`src/rtl/tcdm_cmd_split.sv`:
```
// Splits one linear TCDM command into chunks that never cross a 2^TCDM_BURST_WIDTH-byte boundary.
// Latency: first chunk valid the cycle after command accept; one chunk per cycle while granted.
// Backpressure: chunk req/payload held until the selected port grants; cmd_gnt_o low while splitting.
module tcdm_cmd_split #(
  parameter int TRANS_SID_WIDTH  = 1,
  parameter int TCDM_ADD_WIDTH   = 12,
  parameter int TCDM_OPC_WIDTH   = 12,
  parameter int MCHAN_LEN_WIDTH  = 15,
  parameter int TCDM_BURST_WIDTH = 7
) (
  input  logic                        clk_i,
  input  logic                        rst_ni,
  input  logic [TRANS_SID_WIDTH-1:0]  cmd_sid_i,
  input  logic [TCDM_ADD_WIDTH-1:0]   cmd_add_i,
  input  logic [TCDM_OPC_WIDTH-1:0]   cmd_opc_i,
  input  logic [MCHAN_LEN_WIDTH-1:0]  cmd_len_i,
  input  logic                        cmd_req_i,
  output logic                        cmd_gnt_o,
  output logic [TRANS_SID_WIDTH-1:0]  tcdm_tx_sid_o,
  output logic [TCDM_ADD_WIDTH-1:0]   tcdm_tx_add_o,
  output logic [TCDM_OPC_WIDTH-1:0]   tcdm_tx_opc_o,
  output logic [MCHAN_LEN_WIDTH-1:0]  tcdm_tx_len_o,
  output logic                        tcdm_tx_req_o,
  input  logic                        tcdm_tx_gnt_i,
  output logic [TRANS_SID_WIDTH-1:0]  tcdm_rx_sid_o,
  output logic [TCDM_ADD_WIDTH-1:0]   tcdm_rx_add_o,
  output logic [TCDM_OPC_WIDTH-1:0]   tcdm_rx_opc_o,
  output logic [MCHAN_LEN_WIDTH-1:0]  tcdm_rx_len_o,
  output logic                        tcdm_rx_req_o,
  input  logic                        tcdm_rx_gnt_i,
  output logic                        busy_o
);

  // Remaining byte count needs one extra bit: a full-length command is 2^MCHAN_LEN_WIDTH bytes.
  localparam int RW = MCHAN_LEN_WIDTH + 1;
  localparam logic [TCDM_BURST_WIDTH:0] BURST_BYTES = {1'b1, {TCDM_BURST_WIDTH{1'b0}}};

  typedef enum logic {IDLE, SPLIT} state_e;

  state_e                      state_q, state_d;
  logic [TRANS_SID_WIDTH-1:0]  sid_q, sid_d;
  logic [TCDM_OPC_WIDTH-1:0]   opc_q, opc_d;
  logic [TCDM_ADD_WIDTH-1:0]   cur_add_q, cur_add_d;
  logic [RW-1:0]               rem_q, rem_d;
  logic                        dir_q, dir_d;

  logic [TCDM_BURST_WIDTH:0]   room, chunk;
  logic [RW-1:0]               room_ext, chunk_ext;
  logic                        last, busy, sel_gnt;
  logic [MCHAN_LEN_WIDTH-1:0]  len_out;

  // Current chunk size: bytes left, clipped to the distance to the next burst boundary.
  always_comb begin
    room      = BURST_BYTES - {1'b0, cur_add_q[TCDM_BURST_WIDTH-1:0]};
    room_ext  = RW'(room);
    chunk_ext = (rem_q < room_ext) ? rem_q : room_ext;
    chunk     = (TCDM_BURST_WIDTH+1)'(chunk_ext);
    last      = (rem_q == chunk_ext);
  end

  // Next-state logic: load a command in IDLE, advance address/remainder on each chunk grant.
  always_comb begin
    state_d   = state_q;
    sid_d     = sid_q;
    opc_d     = opc_q;
    cur_add_d = cur_add_q;
    rem_d     = rem_q;
    dir_d     = dir_q;
    cmd_gnt_o = 1'b0;
    sel_gnt   = dir_q ? tcdm_tx_gnt_i : tcdm_rx_gnt_i;
    case (state_q)
      IDLE: begin
        cmd_gnt_o = 1'b1;
        if (cmd_req_i) begin
          sid_d     = cmd_sid_i;
          opc_d     = cmd_opc_i;
          cur_add_d = cmd_add_i;
          rem_d     = {1'b0, cmd_len_i} + RW'(1);
          dir_d     = cmd_opc_i[0];
          state_d   = SPLIT;
        end
      end
      SPLIT: begin
        if (sel_gnt) begin
          cur_add_d = cur_add_q + TCDM_ADD_WIDTH'(chunk);
          rem_d     = rem_q - chunk_ext;
          if (last) state_d = IDLE;
        end
      end
    endcase
  end

  // State and command registers; reset discards any in-flight command.
  always_ff @(posedge clk_i or negedge rst_ni) begin
    if (!rst_ni) begin
      state_q   <= IDLE;
      sid_q     <= '0;
      opc_q     <= '0;
      cur_add_q <= '0;
      rem_q     <= '0;
      dir_q     <= 1'b0;
    end else begin
      state_q   <= state_d;
      sid_q     <= sid_d;
      opc_q     <= opc_d;
      cur_add_q <= cur_add_d;
      rem_q     <= rem_d;
      dir_q     <= dir_d;
    end
  end

  // Outputs depend only on registers; length is forced to zero outside SPLIT.
  always_comb begin
    busy          = (state_q == SPLIT);
    len_out       = busy ? MCHAN_LEN_WIDTH'(chunk - 1'b1) : '0;
    busy_o        = busy;
    tcdm_tx_req_o = busy & dir_q;
    tcdm_rx_req_o = busy & ~dir_q;
    tcdm_tx_sid_o = sid_q;
    tcdm_tx_add_o = cur_add_q;
    tcdm_tx_opc_o = opc_q;
    tcdm_tx_len_o = len_out;
    tcdm_rx_sid_o = sid_q;
    tcdm_rx_add_o = cur_add_q;
    tcdm_rx_opc_o = opc_q;
    tcdm_rx_len_o = len_out;
  end

endmodule

```
`config.mk`:
```
export PLATFORM = sky130hd
export DESIGN_NAME = tcdm_cmd_split
export DESIGN_NICKNAME = d
export VERILOG_FILES = /design/src/rtl/tcdm_cmd_split.sv
export SDC_FILE = /design/constraint.sdc
export NUM_CORES = 1
export LEC_CHECK = 0
export BUFFER_PORTS_ARGS = -buffer_cell sky130_fd_sc_hd__buf_2
export CAP_MARGIN = 15
export CORE_ASPECT_RATIO = 0.8
export CORE_MARGIN = 2
export CORE_UTILIZATION = 25
export CTS_CLUSTER_SIZE = 20
export DETAILED_ROUTE_END_ITERATION = 7
export GPL_ROUTABILITY_DRIVEN = 0
export HOLD_SLACK_MARGIN = 0.06
export PLACE_DENSITY = 0.51
export SLEW_MARGIN = 10
export SYNTH_ARGS = -nofsm -noshare
export SYNTH_HDL_FRONTEND = slang
export SYNTH_SLANG_ARGS = --single-unit
```
`constraint.sdc`:
```
create_clock -name clk_i -period 4.6 [get_ports clk_i]
set_input_delay 0.92 -clock clk_i [delete_from_list [all_inputs] [get_ports clk_i]]
set_output_delay 0.92 -clock clk_i [all_outputs]
set_load 0.05 [all_outputs]
```
=== Word-level counts from Yosys, hierarchy flattened ===
Cells that the tools add are included.

* Flip-flop bits (word level): 43
* Input port bits: 45
* Output and inout bits: 84

* Add/sub/neg operators: 5
* $lt $le $gt $ge: 1
* Eq/ne operators: 3
* Mux-type cells: 14
* Bitwise logic cells: 4
* Reductions and logical operators: 2

{| class="wikitable"
|+ Operators by type and width
! kind !! count
|-
| $mux 16 || 3
|-
| $pmux 16 s2 || 1
|-
| $mux 12 || 2
|-
| $pmux 12 s2 || 1
|-
| $add 15x1->16 const B || 1
|-
| $eq 16x16->1 || 1
|-
| $lt 16x8->1 || 1
|-
| $sub 16x16->16 || 1
|-
| $mux 15 || 1
|-
| $add 12x8->12 || 1
|-
| $sub 8x1->9 const B || 1
|-
| $sub 8x7->8 const A || 1
|-
| $mux 1 || 5
|-
| $reduce_and 2->1 || 2
|-
| $and 1x1->1 || 2
|-
| $ne 2x1->1 const B || 1
|-
| $ne 2x2->1 const B || 1
|-
| $not 1->1 || 2
|-
| $pmux 1 s2 || 1
|}

=== Depth between registers and ports, before layout ===
Gate-level depths: netlist of the first run.

* Depth after elaboration: 7
* Mapped depth: 23
* Gate-level depth less buffers: 22

=== Least setup slack after synthesis of the first run ===
No wires, ideal clock.

* Kind: flip-flop to output port
* Start point: register cur_add_q[1], in the netlist tcdm_rx_add_o[1]
* End point: output port tcdm_rx_len_o[10]
* Arrival time: 5.319 ns
* Data required time: 3.680 ns
* Setup slack: -1.639 ns
* Cell stages (with the launch flop): 18
* Path buffers: 2
* Cells stage by stage: dfrtp_1 or4_1 nor2_1 xor2_1 ha_1 a211oi_1 nor2_1 nor3_4 nand2_4 buf_6 a21o_1 inv_2 ha_1 nand2_1 a211oi_1 a41oi_1 nor4_2 buf_4

* Word-level cells in the longest chain between the ends: 5

{| class="wikitable"
|+ RTL lines
! element !! RTL line !! text
|-
| start: declaration || 43 || <nowiki>logic [TCDM_ADD_WIDTH-1:0] cur_add_q, cur_add_d;</nowiki>
|-
| start signal: assignment || 106 || <nowiki>cur_add_q <= cur_add_d;</nowiki>
|-
| $sub 8x7->8 * || 54 || <nowiki>room = BURST_BYTES - {1'b0, cur_add_q[TCDM_BURST_WIDTH-1:0]};</nowiki>
|-
| $lt 16x8->1 || 56 || <nowiki>chunk_ext = (rem_q < room_ext) ? rem_q : room_ext;</nowiki>
|-
| $mux 16 * || 56 ||
|-
| $sub 8x1->9 * || 115 || <nowiki>len_out = busy ? MCHAN_LEN_WIDTH'(chunk - 1'b1) : '0;</nowiki>
|-
| $mux 15 * || 115 ||
|-
| end: declaration || 28 || <nowiki>output logic [MCHAN_LEN_WIDTH-1:0] tcdm_rx_len_o,</nowiki>
|}

Mark *: on every way between the ends. The rest lies on a longest branch, timed or not.

=== Final worst setup path of the first run ===
* Start point: register cur_add_q[0], in the netlist tcdm_rx_add_o[0]
* End point: output port tcdm_tx_len_o[10]

* Word-level cells in the longest chain between the ends: 5

{| class="wikitable"
|+ RTL lines
! element !! RTL line !! text
|-
| $sub 8x7->8 * || 54 ||
|-
| $lt 16x8->1 || 56 ||
|-
| $mux 16 * || 56 ||
|-
| $sub 8x1->9 * || 115 ||
|-
| $mux 15 * || 115 ||
|-
| end: declaration || 22 || <nowiki>output logic [MCHAN_LEN_WIDTH-1:0] tcdm_tx_len_o,</nowiki>
|}

Marked as above.

==> metrics.md, run 1 <==
| Metric | Value |
|---|---|
| Status | `complete, but fails checks` |
| Failing checks | `setup timing` |
| Clk sinks | `42` |
| F_max | `approximately 0.20 GHz` |
| Post-cts hold buffer count | `0` |
| Setup violators final | `20` |
| Wire length per cell | `15.3 um` |
| Layout cell share with drive strength beyond 1 | `0.387` |
| Yosys top cell area share | `0.265` |
| Vias in the first global route | `3535` |
| Cts bufs inserted | `5` |
| Max incr delay on CP | `roughly 0.43 ns` |
| Die height | `117 um` |
| Latest clock arrival within the worst-skew pair | `slightly below 0.3 ns` |
| # DRC | `0` |
| Syn Std Cell Area | `0.00396 mm2` |
| Number of H-tree levels | `2` |
| CP delay by family, top | `simple AND/OR/NAND/NOR gates` |
| Post-layout net count | `671` |
| CP Max Fanout | `7` |
| Antenna Nets Post-Route | `0` |
| Port Buffers | `128` |
| Slew Limit Fails | `0` |
| Cell accounting for the most synthesized area | `dfrtp_1` |
| Hold Path Class | `reg2reg` |
| Seq/Total Area, Yosys | `0.265` |
| Clock tree buffer depth | `2` |
| Synthesized flop and latch total | `42` |
| CP bufs+invs | `5` |
| Post-Synthesis Mean Instance Area | `8.03 um2` |
| Starting Density | `0.253` |
| Rows | `41` |
| Synth unique cells | `60` |
| Post-synth ARST share | `1.00` |
| Critical-path cell list | `inv_1 > ha_2 > nor3b_4 > buf_4 > xnor2_2 > inv_1 > ha_1 > nand4_1 > nor2_2 > o31ai_2 > nand2_4 > mux2i_4 > ha_4 > nand2_4 > a211oi_2 > a41oi_2 > nor4_4 > buf_6 > buf_6` |
| Fillers | `1662` |
| Critical Path End Type | `output port` |
| Final worst setup slack | `-0.306 ns` |
| First-pass GRT wire length | `~19 mm` |
| DRT iter0 DRCs | `167` |
| Post-Route WL | `12.5 mm` |
| Minimum clock period | `4.91 ns` |
| Max-cap viol count | `0` |
| Crit path depth | `19` |
| Root buf cell | `clkbuf_16` |
| Inserted Diodes | `0` |
| Syn nets | `~570` |
| Top cells by area, synth | `dfrtp_1, buf_4, ha_1` |
| Fin. Hold Viols | `0` |
| Detailed placement HPWL | `around 9.4 mm` |
| Area of the multi-input gates | `0.00266 mm2` |
| Reg clk slew, reported paths | `0.07 ns` |
| Worst EP arrival | `roughly 4.0 ns` |
| Register area | `0.00106 mm2` |
| Cells after Synth | `between 400 and 500` |
| Yosys warning total | `0` |
| Core Box Area | `around 0.016 mm2` |
| Die area | `0.0169 mm2` |
| Primary FF master, synth | `dfrtp_1` |
| Largest net degree at the start of global routing | `43` |
| Worst hold margin | `0.495 ns` |
| Final period util | `1.07` |
| DIE WIDTH | `145 um` |
| Vias per inst | `4.65` |
| Area grow syn2layout | `34.2%` |
| Grt total ovfl | `0` |
| Hold depth | `2` |
| CTS tree | `done` |
| R2R cell count | `22` |
| CP max stage cell | `dfrtp_2` |
| GRT Total Usage | `0.143` |
| Slew headroom | `0.322` |
| Critical Path RT | `approximately 3.7 ns` |
| Ports | `approximately 130` |
| EDFF count, synth | `0` |
| Setup Skew | `0.00484 ns` |
| Worst Max-Slew Pin Slew | `approximately 1.0 ns` |
| CP startpoint kind | `flip-flop` |
| Drt pass-1 iters | `4` |
| RSZ-0062 raised after global routing | `true` |
| Vias | `around 3800` |
| Initial antenna violation count | `0` |
| Crit path kind | `reg2out` |
## flip-flops by register name, indices dropped and copies added (netlist names)
signal         flops
tcdm_rx_opc_o     12
tcdm_rx_sid_o      1
busy_o             1
rem_q             16
tcdm_rx_add_o     12
## final timing paths
kind | slack [ns] | to | start
hold reg to reg | 0.49 | tcdm_rx_opc_o[7]$_DFFE_PN0P_ | tcdm_rx_opc_o[7]$_DFFE_PN0P_
max in group asynchronous | 3.09 | tcdm_rx_add_o[1]$_DFFE_PN0P_ | rst_ni
setup / recovery | -0.31 | tcdm_tx_len_o[10] | tcdm_rx_add_o[0]$_DFFE_PN0P_
min in group asynchronous | 0.80 | tcdm_rx_opc_o[11]$_DFFE_PN0P_ | rst_ni
hold / removal | 0.49 | tcdm_rx_opc_o[7]$_DFFE_PN0P_ | tcdm_rx_opc_o[7]$_DFFE_PN0P_
setup reg to reg | 0.12 | tcdm_rx_add_o[8]$_DFFE_PN0P_ | tcdm_rx_add_o[0]$_DFFE_PN0P_
## metal layers
| layer | part of all wire | wire length [um] | GRT usage | up-vias |
|---|---|---|---|---|
| met4 | 0.011 | 139 | 0.0259 | 0 |
| met3 | 0.040 | 496 | 0.0160 | 12 |
| li1 | - | - | - | 1893 |
| met2 | 0.44 | 5510 | 0.221 | 99 |
| met1 | 0.51 | 6330 | 0.217 | 1778 |
| met5 | 0 | 0 | 0 | - |
## per-stage QoR
stage / TNS, ns / area, um2 / std cells / utilization / worst slack [ns]
finish: -4.65 / 5310 / 814 / 0.340 / -0.306
global route: -8.27 / 5310 / 814 / 0.340 / -0.481
CTS: -3.48 / 5100 / 812 / 0.326 / -0.246
detailed placement: -1.32 / 4730 / 798 / 0.302 / -0.0931
global placement: 0 / 4730 / 798 / 0.302 / 0.0682
floorplan: -12.25 / 4070 / 493 / - / -0.813
## area by class of cell
| cell class | instances | share of cell area |
|---|---|---|
| multi-input combinational | 364 | 0.501 |
| clock buffer | 5 | 0.0236 |
| clock inverter | 3 | 0.00447 |
| sequential | 42 | 0.199 |
| timing repair buffer | 160 | 0.203 |
| inverter | 25 | 0.0181 |
| tap | 215 | 0.0506 |
## cells in the final DEF, fill, tap and decap left out, drive strengths merged, types with 2 or more instances in the layout
cell      netlist  layout
nor2b           7       7
nor2           37      37
o211ai          3       3
nor4            8       8
or4             2       2
nand2b          3       3
buf            53     160
a22oi           4       4
clkinvlp        0       2
o21ai          34      34
o22ai           8       8
dfrtp          42      42
a31oi           7       7
a21o            6       6
ha             26      26
o21a            5       5
nand3           9       9
a41oi           3       3
nor3b           2       2
a21oi          23      23
mux2i          15      15
a211oi          4       4
nand4           6       6
xnor2          17      17
nor3           13      13
fa              2       2
nand2          79      79
xor2           16      16
or3             2       2
inv            25      26
and2            2       2
clkbuf          9       5
mux2            4       4
and3            3       3
## cells by family (layout without fill, tap and decap cells)
| group | after synthesis | after routing | share of synthesized area |
|---|---|---|---|
| AOI/OAI and AO/OA | 108 | 108 | 0.172 |
| xor gates and xnor gates | 33 | 33 | 0.0730 |
| adders and majority gates | 28 | 28 | 0.0923 |
| buffers and inverters | 87 | 193 | 0.130 |
| DFF | 42 | 42 | 0.265 |
| muxes | 19 | 19 | 0.0585 |
| and+or+nand+nor | 176 | 176 | 0.210 |
## cell usage after synthesis, drive strengths merged (4+ instances only)
| master | n |
|---|---|
| nand2 | 79 |
| buf | 53 |
| dfrtp | 42 |
| nor2 | 37 |
| o21ai | 34 |
| ha | 26 |
| inv | 25 |
| a21oi | 23 |
| xnor2 | 17 |
| xor2 | 16 |
| mux2i | 15 |
| nor3 | 13 |
| clkbuf | 9 |
| nand3 | 9 |
| nor4 | 8 |
| o22ai | 8 |
| a31oi | 7 |
| nor2b | 7 |
| a21o | 6 |
| nand4 | 6 |
| o21a | 5 |
| a211oi | 4 |
| a22oi | 4 |
| mux2 | 4 |
## worst register-to-register path, delay by kind of cell, from the launching register on
family	cells	cell delay [ns]
flip-flops	1	0.43
multiplexers	1	0.27
XOR/XNOR	1	0.14
adder cells (fa/ha/maj)	4	1.15
AO/OA/AOI/OAI	6	1.13
AND/OR/NAND/NOR	6	0.85
buffers and inverters	4	0.41
## what timing repair did
| item | in CTS | in global routing |
|---|---|---|
| buffers inserted | 5 | 2 |
| pin swaps | 3 | 7 |
| resized for setup | 51 | 48 |
| cloned | 1 | 0 |
| setup endpoints to repair | 23 | 34 |
Power of run 1 is left out: the tool's default activity adds up to more than one toggle a clock period on the data nets, which glitch-free logic cannot reach.
==> run 2: changes to the inputs <==
CORE_UTILIZATION = 45   (was 25)
PLACE_DENSITY = 0.79   (was 0.51)
REMOVE_ABC_BUFFERS = 1   (was default)
==> metrics.md, run 2 (synthesized netlist as in run 1, its figures left out) <==
| Metric | Value |
|---|---|
| DIE WIDTH | `109 um` |
| First-pass GRT wire length | `17.2 mm` |
| # DRC | `0` |
| Clock tree buffer depth | `2` |
| Max incr delay on CP | `0.57 ns` |
| CP max stage cell | `or4_4` |
| CP bufs+invs | `3` |
| Post-Route WL | `11.3 mm` |
| Post-layout net count | `between 600 and 700` |
| Port Buffers | `~130` |
| Ports | `around 130` |
| Final worst setup slack | `-0.242 ns` |
| Final core occ | `0.601` |
| Max-cap viol count | `0` |
| GRT Total Usage | `0.228` |
| Initial antenna violation count | `0` |
| Hold Path Class | `reg2reg` |
| Worst Max-Slew Pin Slew | `between 0.9 and 1 ns` |
| Setup TNS | `-3.47 ns` |
| Setup violators final | `16` |
| Drt pass-1 iters | `4` |
| Wire length per cell | `15.7 um` |
| Most flops, register | `rem_q` |
| Minimum clock period | `4.84 ns` |
| Worst EP arrival | `3.92 ns` |
| Inserted Diodes | `0` |
| CP startpoint kind | `flip-flop` |
| Antenna Nets Post-Route | `0` |
| Vias in the first global route | `3585` |
| RSZ-0062 raised after global routing | `true` |
| Placed inst area | `0.00453 mm2` |
| Root buf cell | `clkbuf_8` |
| Setup Skew | `0.00805 ns` |
| Area of the multi-input gates | `between 0.002 and 0.003 mm2` |
| CP delay by family, top | `simple AND/OR/NAND/NOR gates` |
| Slew headroom | `0.334` |
| Number of H-tree levels | `2` |
| Core Box Area | `0.00852 mm2` |
| Reg clk slew, reported paths | `0.09 ns` |
| Slew Limit Fails | `0` |
| Detailed placement HPWL | `8.20 mm` |
| Status | `complete, but fails checks` |
| Crit path kind | `reg2out` |
| Cts bufs inserted | `5` |
| Worst hold margin | `0.497 ns` |
| Starting Density | `0.465` |
| Area grow syn2layout | `29.4%` |
| Vias per inst | `5.40` |
| Rows | `30` |
| F_max | `0.207 GHz` |
| Final instance area | `0.00512 mm2` |
| Fillers | `759` |
| Register area | `0.00105 mm2` |
| Final period util | `1.05` |
| Die height | `just under 90 um` |
| Vias | `3898` |
| Die area | `0.00957 mm2` |
| Grt total ovfl | `0` |
| Failing checks | `setup timing` |
| Commonest non-fill, non-tap cell in the layout | `buf_2` |
| Fin. Hold Viols | `0` |
| Critical Path RT | `3.68 ns` |
| Largest net degree at the start of global routing | `43` |
| Clk sinks | `42` |
| CP Max Fanout | `7` |
| CTS tree | `done` |
| Critical Path End Type | `output port` |
| DRT iter0 DRCs | `291` |
| Max reg flops | `16` |
| Latest clock arrival within the worst-skew pair | `0.30 ns` |
| Layout cell share with drive strength beyond 1 | `0.372` |
| Critical-path cell list | `or4_4 > nor2_4 > xor2_2 > ha_1 > a211oi_2 > nor2_2 > nor3_4 > nand2_4 > a21o_1 > inv_2 > ha_4 > nand2_4 > a211oi_2 > a41oi_2 > nor4_2 > buf_4 > buf_4` |
| Commonest cells after routing, fill and taps aside | `buf_2, nand2_1, buf_4` |
==> run 2: changes by cell type in the layout (fill, tap and decap cells not counted), moves of 5 or more <==
cell       previous run  this run
clkbuf_8              0         5
buf_4                27        45
buf_6                17        10
nor2_1               27        32
clkbuf_16             5         0
nor2_4                6         1
==> run 2: final timing paths <==
kind / from / endpoint / slack [ns] / cells after the start
min: tcdm_rx_opc_o[6]$_DFFE_PN0P_ / tcdm_rx_opc_o[6]$_DFFE_PN0P_ / 0.50 / 2
min reg2reg: tcdm_rx_opc_o[6]$_DFFE_PN0P_ / tcdm_rx_opc_o[6]$_DFFE_PN0P_ / 0.50 / 2
max: tcdm_rx_add_o[1]$_DFFE_PN0P_ / tcdm_rx_len_o[9] / -0.24 / 17
max reg2reg: tcdm_rx_add_o[1]$_DFFE_PN0P_ / tcdm_rx_add_o[8]$_DFFE_PN0P_ / 0.02 / 22
max in group asynchronous: rst_ni / tcdm_rx_add_o[7]$_DFFE_PN0P_ / 3.19 / 1
min in group asynchronous: rst_ni / rem_q[0]$_DFFE_PN0P_ / 0.78 / 1
==> run 2: worst register-to-register path, delay by kind of cell (launching register included) <==
kind | cells | cell delay [ns]
buffers and inverters | 5 | 0.56
muxes | 1 | 0.27
DFF | 1 | 0.41
AOI/OAI and AO/OA | 6 | 1.22
and+or+nand+nor | 7 | 1.18
adders and majority gates | 3 | 0.82
==> run 2: routing by layer <==
metal,routed length [um],global-route usage,up-vias
met4,114,0.0583,0
met5,0,0,-
met3,643,0.0283,10
li1,-,-,1899
met2,5610,0.392,149
met1,4960,0.306,1840
==> run 2: through the flow <==
| stage | setup WS, ns | instances |
|---|---|---|
| 2_1_floorplan | -11.10 | 431 |
| 3_3_place_gp | 0.0852 | 699 |
| 3_5_place_dp | -0.0675 | 699 |
| 4_1_cts | -0.174 | 713 |
| 5_1_grt | -0.402 | 722 |
| 6_report | -0.242 | 722 |
==> run 2: area by class of cell <==
type                       count  area share
multi-input combinational    364       0.501
timing repair buffer         171       0.222
sequential                    42       0.205
tap                          112      0.0274
inverter                      25      0.0183
clock buffer                   5      0.0134
clock inverter                 3      0.0134
==> run 2: what timing repair did <==
| item | 4_1_cts | 5_1_grt |
|---|---|---|
| buffers inserted | 5 | 9 |
| resized for setup | 52 | 44 |
| endpoints found under the setup margin | 24 | 32 |
| hold buffers | 0 | 0 |
| cloned | 1 | 0 |
| pin swaps | 1 | 5 |
Power of run 2 is left out for the same reason.
